===== src/rtl/astable_mac_sequencer.sv =====
// Time-shared MAC for the 555 astable control-voltage filter.
// Define ASTABLE_MAC_SATURATE_EN to clamp results instead of wrapping.
module astable_mac_sequencer #(
    parameter int DATA_W    = 25,
    parameter int COEF_W    = 18,
    parameter int COEF_FRAC = 17,
    parameter int C0        = 130782,
    parameter int C1        = 56,
    parameter int C2        = 165,
    parameter int C3        = 68
) (
    input  logic                     clk,
    input  logic                     rst,
    input  logic                     tick,
    input  logic                     clear,
    input  logic signed [DATA_W-1:0] square_wave,
    input  logic signed [DATA_W-1:0] vcc,
    input  logic signed [DATA_W-1:0] walk_en,
    output logic signed [DATA_W-1:0] v_control,
    output logic                     busy,
    output logic                     done,
    output logic                     overrun,
    output logic                     sat
);

    localparam int PROD_W = DATA_W + COEF_W;
    localparam int ACC_W  = DATA_W + 2;

    localparam logic signed [COEF_W-1:0] K0 = COEF_W'(C0);
    localparam logic signed [COEF_W-1:0] K1 = COEF_W'(C1);
    localparam logic signed [COEF_W-1:0] K2 = COEF_W'(C2);
    localparam logic signed [COEF_W-1:0] K3 = COEF_W'(C3);

    typedef enum logic [1:0] {
        IDLE,
        MAC,
        WRITE
    } state_t;

    state_t state;
    state_t state_nxt;

    logic                     accept;
    logic                     mac_en;
    logic                     wr_en;
    logic                     drop;
    logic [1:0]               idx;
    logic signed [DATA_W-1:0] op_state;
    logic signed [DATA_W-1:0] op_sq;
    logic signed [DATA_W-1:0] op_vcc;
    logic signed [DATA_W-1:0] op_walk;
    logic signed [DATA_W-1:0] op_sel;
    logic signed [COEF_W-1:0] coef_sel;
    logic signed [PROD_W-1:0] prod;
    logic signed [ACC_W-1:0]  term;
    logic signed [ACC_W-1:0]  acc;
    logic signed [DATA_W-1:0] res;
    logic signed [DATA_W-1:0] v_q;
    logic                     done_q;
    logic                     overrun_q;

    always_ff @(posedge clk) begin
        if (rst) begin
            state <= IDLE;
        end else begin
            state <= state_nxt;
        end
    end

    always_comb begin
        state_nxt = state;
        if (clear) begin
            state_nxt = IDLE;
        end else begin
            unique case (state)
                IDLE:    if (tick) state_nxt = MAC;
                MAC:     if (idx == 2'd3) state_nxt = WRITE;
                WRITE:   state_nxt = IDLE;
                default: state_nxt = IDLE;
            endcase
        end
    end

    always_comb begin
        busy   = (state != IDLE);
        accept = (state == IDLE) && tick && !clear;
        mac_en = (state == MAC) && !clear;
        wr_en  = (state == WRITE) && !clear;
        drop   = (state != IDLE) && tick && !clear;
    end

    always_comb begin
        coef_sel = K0;
        op_sel   = op_state;
        unique case (idx)
            2'd0: begin coef_sel = K0; op_sel = op_state; end
            2'd1: begin coef_sel = K1; op_sel = op_sq;    end
            2'd2: begin coef_sel = K2; op_sel = op_vcc;   end
            2'd3: begin coef_sel = K3; op_sel = op_walk;  end
        endcase
    end

    // Arithmetic shift floors toward -inf; the scaled term fits in ACC_W.
    assign prod = PROD_W'(coef_sel) * PROD_W'(op_sel);
    assign term = ACC_W'(prod >>> COEF_FRAC);

`ifdef ASTABLE_MAC_SATURATE_EN
    localparam logic signed [DATA_W-1:0] V_MAX = {1'b0, {(DATA_W-1){1'b1}}};
    localparam logic signed [DATA_W-1:0] V_MIN = ~V_MAX;

    logic clamp;
    logic sat_q;

    always_comb begin
        clamp = 1'b0;
        res   = DATA_W'(acc);
        if (acc > ACC_W'(V_MAX)) begin
            clamp = 1'b1;
            res   = V_MAX;
        end else if (acc < ACC_W'(V_MIN)) begin
            clamp = 1'b1;
            res   = V_MIN;
        end
    end

    always_ff @(posedge clk) begin
        if (rst) begin
            sat_q <= 1'b0;
        end else if (wr_en && clamp) begin
            sat_q <= 1'b1;
        end
    end

    assign sat = sat_q;
`else
    assign res = DATA_W'(acc);
    assign sat = 1'b0;
`endif

    always_ff @(posedge clk) begin
        if (rst) begin
            op_state  <= '0;
            op_sq     <= '0;
            op_vcc    <= '0;
            op_walk   <= '0;
            acc       <= '0;
            idx       <= '0;
            v_q       <= '0;
            done_q    <= 1'b0;
            overrun_q <= 1'b0;
        end else if (clear) begin
            acc    <= '0;
            idx    <= '0;
            v_q    <= '0;
            done_q <= 1'b0;
        end else begin
            done_q <= wr_en;
            if (drop) overrun_q <= 1'b1;
            if (accept) begin
                op_state <= v_q;
                op_sq    <= square_wave;
                op_vcc   <= vcc;
                op_walk  <= walk_en;
                acc      <= '0;
                idx      <= '0;
            end
            if (mac_en) begin
                acc <= acc + term;
                idx <= idx + 2'd1;
            end
            if (wr_en) v_q <= res;
        end
    end

    assign v_control = v_q;
    assign done      = done_q;
    assign overrun   = overrun_q;

endmodule


===== config.mk =====
export PLATFORM = sky130hd
export DESIGN_NAME = astable_mac_sequencer
export DESIGN_NICKNAME = d
export VERILOG_FILES = /design/src/rtl/astable_mac_sequencer.sv
export SDC_FILE = /design/constraint.sdc
export NUM_CORES = 1
export LEC_CHECK = 0
export ABC_CLOCK_PERIOD_IN_PS = 11200
export CORE_MARGIN = 5
export CORE_UTILIZATION = 61
export DETAILED_ROUTE_END_ITERATION = 10
export DONT_BUFFER_PORTS = 1
export PLACE_DENSITY = 0.82
export SYNTH_ARGS = -nofsm -noshare
export SYNTH_HDL_FRONTEND = slang
export SYNTH_SLANG_ARGS = --single-unit

===== constraint.sdc =====
create_clock -name clk -period 11.2 [get_ports clk]
set_input_delay 3.36 -clock clk [delete_from_list [all_inputs] [get_ports clk]]
set_output_delay 3.36 -clock clk [all_outputs]
set_load 0.1 [all_outputs]

==> flow_summary.json, run 1 <==
{
  "crit_slowest_cell": "fa_1",
  "drive_gt1_frac": 0.0426,
  "hold_class": "reg2reg",
  "synth_enable_flop_cells": 0,
  "syn_area_per_cell_um2": 8.67,
  "worst-path-buf-inv": 6,
  "ant_nets": 0,
  "design.core.area_mm2": 0.0315,
  "yosys.cell_types.count": 67,
  "avgViaCountPerCell": 5.66,
  "ir_drop_v": 0.000138,
  "fin_util": 0.646,
  "crit_required_ps": 11480,
  "grt_pass1_wl_um": 80500,
  "wl_per_cell_um": 18.9,
  "insertion_delay_ps": 430,
  "power.density_mw_per_mm2": 64.6,
  "drv_cap": 0,
  "wl_um": 49400,
  "cts_setup_buffers": 0,
  "htreeDepth": 4,
  "cp-start-kind": "register",
  "crit_top_cell": "fa_1",
  "netlist_top_cells_area": "fa_1 35%, dfxtp_1 16%, ha_1 10%, inv_1 9.7%, nand2_1 6.7%",
  "yosys-top-cells-count": "501 x inv_1, 348 x nand2_1, 337 x fa_1",
  "synth_top_area_frac": 0.347,
  "root_buffer": "clkbuf_16",
  "num_vias": 14800,
  "design_power_total_mw": 1.31,
  "track_usage": 0.285,
  "overflow": 0,
  "clk_path_buf_depth": 2,
  "rsz0062_at_grt": "no",
  "ys_seq_area_frac": 0.161,
  "ys.flop_type": "dfxtp_1",
  "grt_max_degree": 104,
  "fin_skew_ps": 10.6,
  "antenna_found_initial": 0,
  "cp_max_fo": 17,
  "post-route-min-period_ps": 10280,
  "initial_core_util": 0.617,
  "numCtsBuffers": 17,
  "max_freq_ghz": 0.0973,
  "path_clk_slew_ps": 70,
  "critPathTopFamily": "adder cells",
  "place_hpwl_um": 42000,
  "finalHoldViolations": 0,
  "ctsHoldBuffers": 0,
  "hold_ws_ps": 456,
  "drt_iter0_markers": 1552,
  "critPathKind": "reg2reg",
  "arrival_ps": 10560,
  "grt_pass1_vias": 15400,
  "syn-cell-area_mm2": 0.0194,
  "outcome": "finished, final reports clean",
  "area_growth_pct": 4.76,
  "yosys_warnings": 0,
  "finalSetupTns_ps": 0,
  "num_rows": 65,
  "endpoint_kind": "register",
  "drt_drc_violations_left": 0,
  "yosys.area.top_type": "fa_1",
  "relSlewSlack": 0.206,
  "die_h_um": 188,
  "cts_resized": 0,
  "async_flop_share": 0,
  "firstDrtPassIters": 6,
  "final.period_utilization": 0.918,
  "finalMaxSlewViolations": 0,
  "die_w_um": 188,
  "synth_nets": 2816,
  "worst_pin_slew_ps": 1190,
  "final_cell_area_mm2": 0.0203,
  "ys_ff_latch": 156,
  "ios": 108,
  "tritoncts": "yes",
  "leakage_nw": 10.2,
  "gp_congestion": 1.00,
  "dpl_cell_area_mm2": 0.0198,
  "max_stage_delay_ps": 590,
  "synth.most_common_cell": "inv_1",
  "final_nets": 2771,
  "n_antenna_cell": 0,
  "synth_cells": 2240,
  "portBuffers": 0,
  "die_area_mm2": 0.0355,
  "setup_viol": 0,
  "cts.sinks": 156
}
[logic make-up (layout without fill, tap and decap cells)]
kind of cell / after synthesis / after routing / share of synthesized area
adder cells (fa/ha/maj): 497 / 497 / 0.450
XOR/XNOR: 56 / 56 / 0.0264
flip-flops: 156 / 156 / 0.161
other: 1 / 1 / 0.000193
AND/OR/NAND/NOR: 600 / 600 / 0.128
AO/OA/AOI/OAI: 319 / 319 / 0.106
multiplexers: 28 / 28 / 0.0153
buffers and inverters: 583 / 551 / 0.113
[report_power, final]
group / internal (mW) / total (mW) / switching (mW)
Sequential: 0.568 / 0.576 / 0.00851
Combinational: 0.0575 / 0.164 / 0.106
Clock: 0.321 / 0.575 / 0.254
[cell usage in the layout (no fill, tap or decap), drive strengths merged, types with 4 or more instances in the layout]
master / instances
or2: 9
inv: 507
a31oi: 5
o21bai: 6
clkbuf: 18
nor2b: 4
buf: 17
xnor2: 33
fa: 337
nor3: 8
nor2: 156
a222oi: 12
mux2: 13
dfxtp: 156
o21a: 8
a22oi: 34
and2: 25
ha: 160
o31ai: 7
xor2: 22
nand3: 16
mux2i: 15
a21o: 15
nand2: 348
o211ai: 7
nand2b: 11
and3: 4
o21ai: 31
a21oi: 172
clkinv: 7
nand4: 6
[state kept, by name, summed over array words and instances, names as in the netlist]
| signal | cells |
|---|---|
| op_sq | 25 |
| v_control | 25 |
| acc | 25 |
| idx | 2 |
| done | 1 |
| op_state | 25 |
| op_walk | 25 |
| overrun | 1 |
| op_vcc | 25 |
| state | 2 |
[final timing paths]
path,end,from,slack [ps],cells past startpoint
worst max-delay path,acc[20]$_SDFFE_PP0P_,idx[0]$_SDFFE_PP0P_,920,35
worst min-delay path,op_walk[12]$_SDFFE_PP0P_,op_walk[12]$_SDFFE_PP0P_,460,2
worst max register to register,acc[20]$_SDFFE_PP0P_,idx[0]$_SDFFE_PP0P_,920,35
worst min register to register,op_walk[12]$_SDFFE_PP0P_,op_walk[12]$_SDFFE_PP0P_,460,2
[cell type report]
| class | instances | area, um2 |
|---|---|---|
| Sequential cell | 156 | 3120 |
| Fill cell | 2572 | 11100 |
| Timing Repair Buffer | 17 | 128 |
| Inverter | 502 | 1880 |
| Clock buffer | 18 | 439 |
| Clock inverter | 14 | 151 |
| Tap cell | 402 | 503 |
| Multi-Input combinational cell | 1501 | 14100 |
[per-layer routing]
metal  part of all wire  vias to the layer above  GRT usage
met2               0.48                      592      0.469
met4              0.046                        0      0.112
met3              0.072                      119     0.0508
met1               0.40                     7267      0.378
met5                  0                        -          0
li1                   -                     6782          -
[worst reg2reg max path: cells and delay by family, from the launching register on]
family	cells	cell delay, ps
fa+ha+maj	9	4330
buf+inv	6	650
compound gates	10	2820
flops	1	400
xor+xnor	2	520
simple gates	8	1390
[metrics by stage]
stage,instances,setup slack [ps]
finish,2610,922
global route,2610,449
CTS,2610,996
detailed placement,2578,1040
global placement,2578,1270
floorplan,2240,2610
No activity file was read; power rests on OpenSTA's default activity.
==> inputs of run 2 (changes only) <==
--- a/config.mk
+++ b/config.mk
@@ -6,11 +6,13 @@
 export NUM_CORES = 1
 export LEC_CHECK = 0
 export ABC_CLOCK_PERIOD_IN_PS = 11200
+export CELL_PAD_IN_SITES_DETAIL_PLACEMENT = 1
+export CELL_PAD_IN_SITES_GLOBAL_PLACEMENT = 2
 export CORE_MARGIN = 5
-export CORE_UTILIZATION = 61
+export CORE_UTILIZATION = 41
 export DETAILED_ROUTE_END_ITERATION = 10
 export DONT_BUFFER_PORTS = 1
-export PLACE_DENSITY = 0.82
+export PLACE_DENSITY = 0.87
 export SYNTH_ARGS = -nofsm -noshare
 export SYNTH_HDL_FRONTEND = slang
 export SYNTH_SLANG_ARGS = --single-unit
==> flow_summary.json, run 2 (synthesis gave the netlist of run 1 again) <==
{
  "hold_class": "reg2reg",
  "tritoncts": "yes",
  "finalMaxSlewViolations": 0,
  "firstDrtPassIters": 7,
  "clkPwrFrac": 0.445,
  "initial_core_util": 0.416,
  "crit_top_cell": "fa_1",
  "drv_cap": 0,
  "drive_gt1_frac": 0.0426,
  "drt_iter0_markers": 873,
  "crit_required_ps": 11510,
  "relSlewSlack": 0.197,
  "numCtsBuffers": 17,
  "route.met2.wl_um": 28900,
  "num_rows": 79,
  "regArea_mm2": 0.00312,
  "path_clk_slew_ps": 80,
  "critPathKind": "reg2reg",
  "grt_max_degree": 104,
  "final_nets": 2770,
  "design_power_total_mw": 1.34,
  "overflow": 0,
  "finalSetupTns_ps": 0,
  "endpoint_kind": "register",
  "wl_um": 58100,
  "num_vias": 14600,
  "ant_nets": 0,
  "setup_viol": 0,
  "multi_input_area_mm2": 0.0141,
  "worst_pin_slew_ps": 1200,
  "max_stage_delay_ps": 780,
  "design.core.area_mm2": 0.0467,
  "intPower_mw": 0.945,
  "area_growth_pct": 6.06,
  "drt_drc_violations_left": 0,
  "die_area_mm2": 0.0518,
  "clk_path_buf_depth": 2,
  "antenna_found_initial": 0,
  "die_w_um": 228,
  "switchingPower_mw": 0.397,
  "track_usage": 0.232,
  "grt_pass1_wl_um": 93600,
  "avgViaCountPerCell": 5.20,
  "grt_pass1_vias": 16600,
  "wl_per_cell_um": 20.6,
  "rsz0062_at_grt": "no",
  "outcome": "finished, final reports clean",
  "ir_drop_v": 0.000104,
  "comb_power_share": 0.126,
  "wl_met1_um": 25100,
  "dpl_cell_area_mm2": 0.0200,
  "die_h_um": 228,
  "arrival_ps": 10250,
  "htreeDepth": 4,
  "root_buffer": "clkbuf_16",
  "portBuffers": 0,
  "mostFrequentLayoutCells": "500 x inv_1, 348 x nand2_1, 337 x fa_1",
  "ctsHoldBuffers": 0,
  "crit_slowest_cell": "o21ai_0",
  "cts_setup_buffers": 0,
  "post-route-min-period_ps": 9940,
  "gp_congestion": 0.920,
  "met3WireLength_um": 2190,
  "power.density_mw_per_mm2": 65.2,
  "fin_util": 0.441,
  "leakage_nw": 10.2,
  "fin_skew_ps": 16.9,
  "p_sw_frac": 0.296,
  "place_hpwl_um": 49900,
  "final_common_cell": "inv_1",
  "n_antenna_cell": 0,
  "top_layer_used": "met4",
  "final_cell_area_mm2": 0.0206,
  "fillerInstances": 5605,
  "cts_resized": 0,
  "max_freq_ghz": 0.101,
  "insertion_delay_ps": 430,
  "pwr-share-seq": 0.429,
  "final.period_utilization": 0.887,
  "ios": 108,
  "finalHoldViolations": 0,
  "cts.sinks": 156,
  "cp_max_fo": 36,
  "cp-start-kind": "register"
}
-- run 2: changes by cell type in the layout (fill, tap and decap cells not counted), sizes merged --
cell and delta:
buf -1, clkbuf -1, clkinv -3, inv +4
-- run 2: path summary, 6_finish.rpt --
path	cells after the start	to	start	slack, ps
max reg2reg	34	acc[18]$_SDFFE_PP0P_	idx[0]$_SDFFE_PP0P_	1260
min	2	op_sq[11]$_SDFFE_PP0P_	op_sq[11]$_SDFFE_PP0P_	460
min reg2reg	2	op_sq[11]$_SDFFE_PP0P_	op_sq[11]$_SDFFE_PP0P_	460
max	34	acc[18]$_SDFFE_PP0P_	idx[0]$_SDFFE_PP0P_	1260
-- run 2: critical path: cells and delay by family (launching register included) --
kind | cells | cell delay (ps)
flip-flops | 1 | 350
buffers and inverters | 6 | 1080
AO/OA/AOI/OAI | 12 | 3710
AND/OR/NAND/NOR | 4 | 500
XOR/XNOR | 3 | 580
adder cells (fa/ha/maj) | 9 | 3570
-- run 2: power groups by stage --
stage | clock network [mW] | logic [mW] | registers [mW]
2_1_floorplan | 0 | 0.129 | 0.586
3_3_place_gp | 0 | 0.162 | 0.588
3_5_place_dp | 0 | 0.170 | 0.588
4_1_cts | 0.608 | 0.171 | 0.576
5_1_grt | 0.630 | 0.191 | 0.577
6_report | 0.598 | 0.169 | 0.576
-- run 2: area by class of cell --
type / instances / share of cell area
sequential: 156 / 0.152
clock buffer: 17 / 0.0207
clock inverter: 15 / 0.00826
multi-input combinational: 1501 / 0.685
timing repair buffer: 16 / 0.00583
inverter: 502 / 0.0915
tap: 607 / 0.0369
-- run 2: per-stage QoR --
step	setup slack, ps	hold WS, ps	cells
6_report	1260	457	2814
5_1_grt	551	472	2814
4_1_cts	1230	454	2814
3_5_place_dp	1280	444	2782
3_3_place_gp	1600	439	2782
2_1_floorplan	2610	436	2240
-- run 2: layer usage --
metal | GRT usage | vias to the layer above
met5 | 0 | -
met4 | 0.0714 | 0
met3 | 0.0283 | 79
met2 | 0.400 | 263
met1 | 0.308 | 7527
li1 | - | 6777
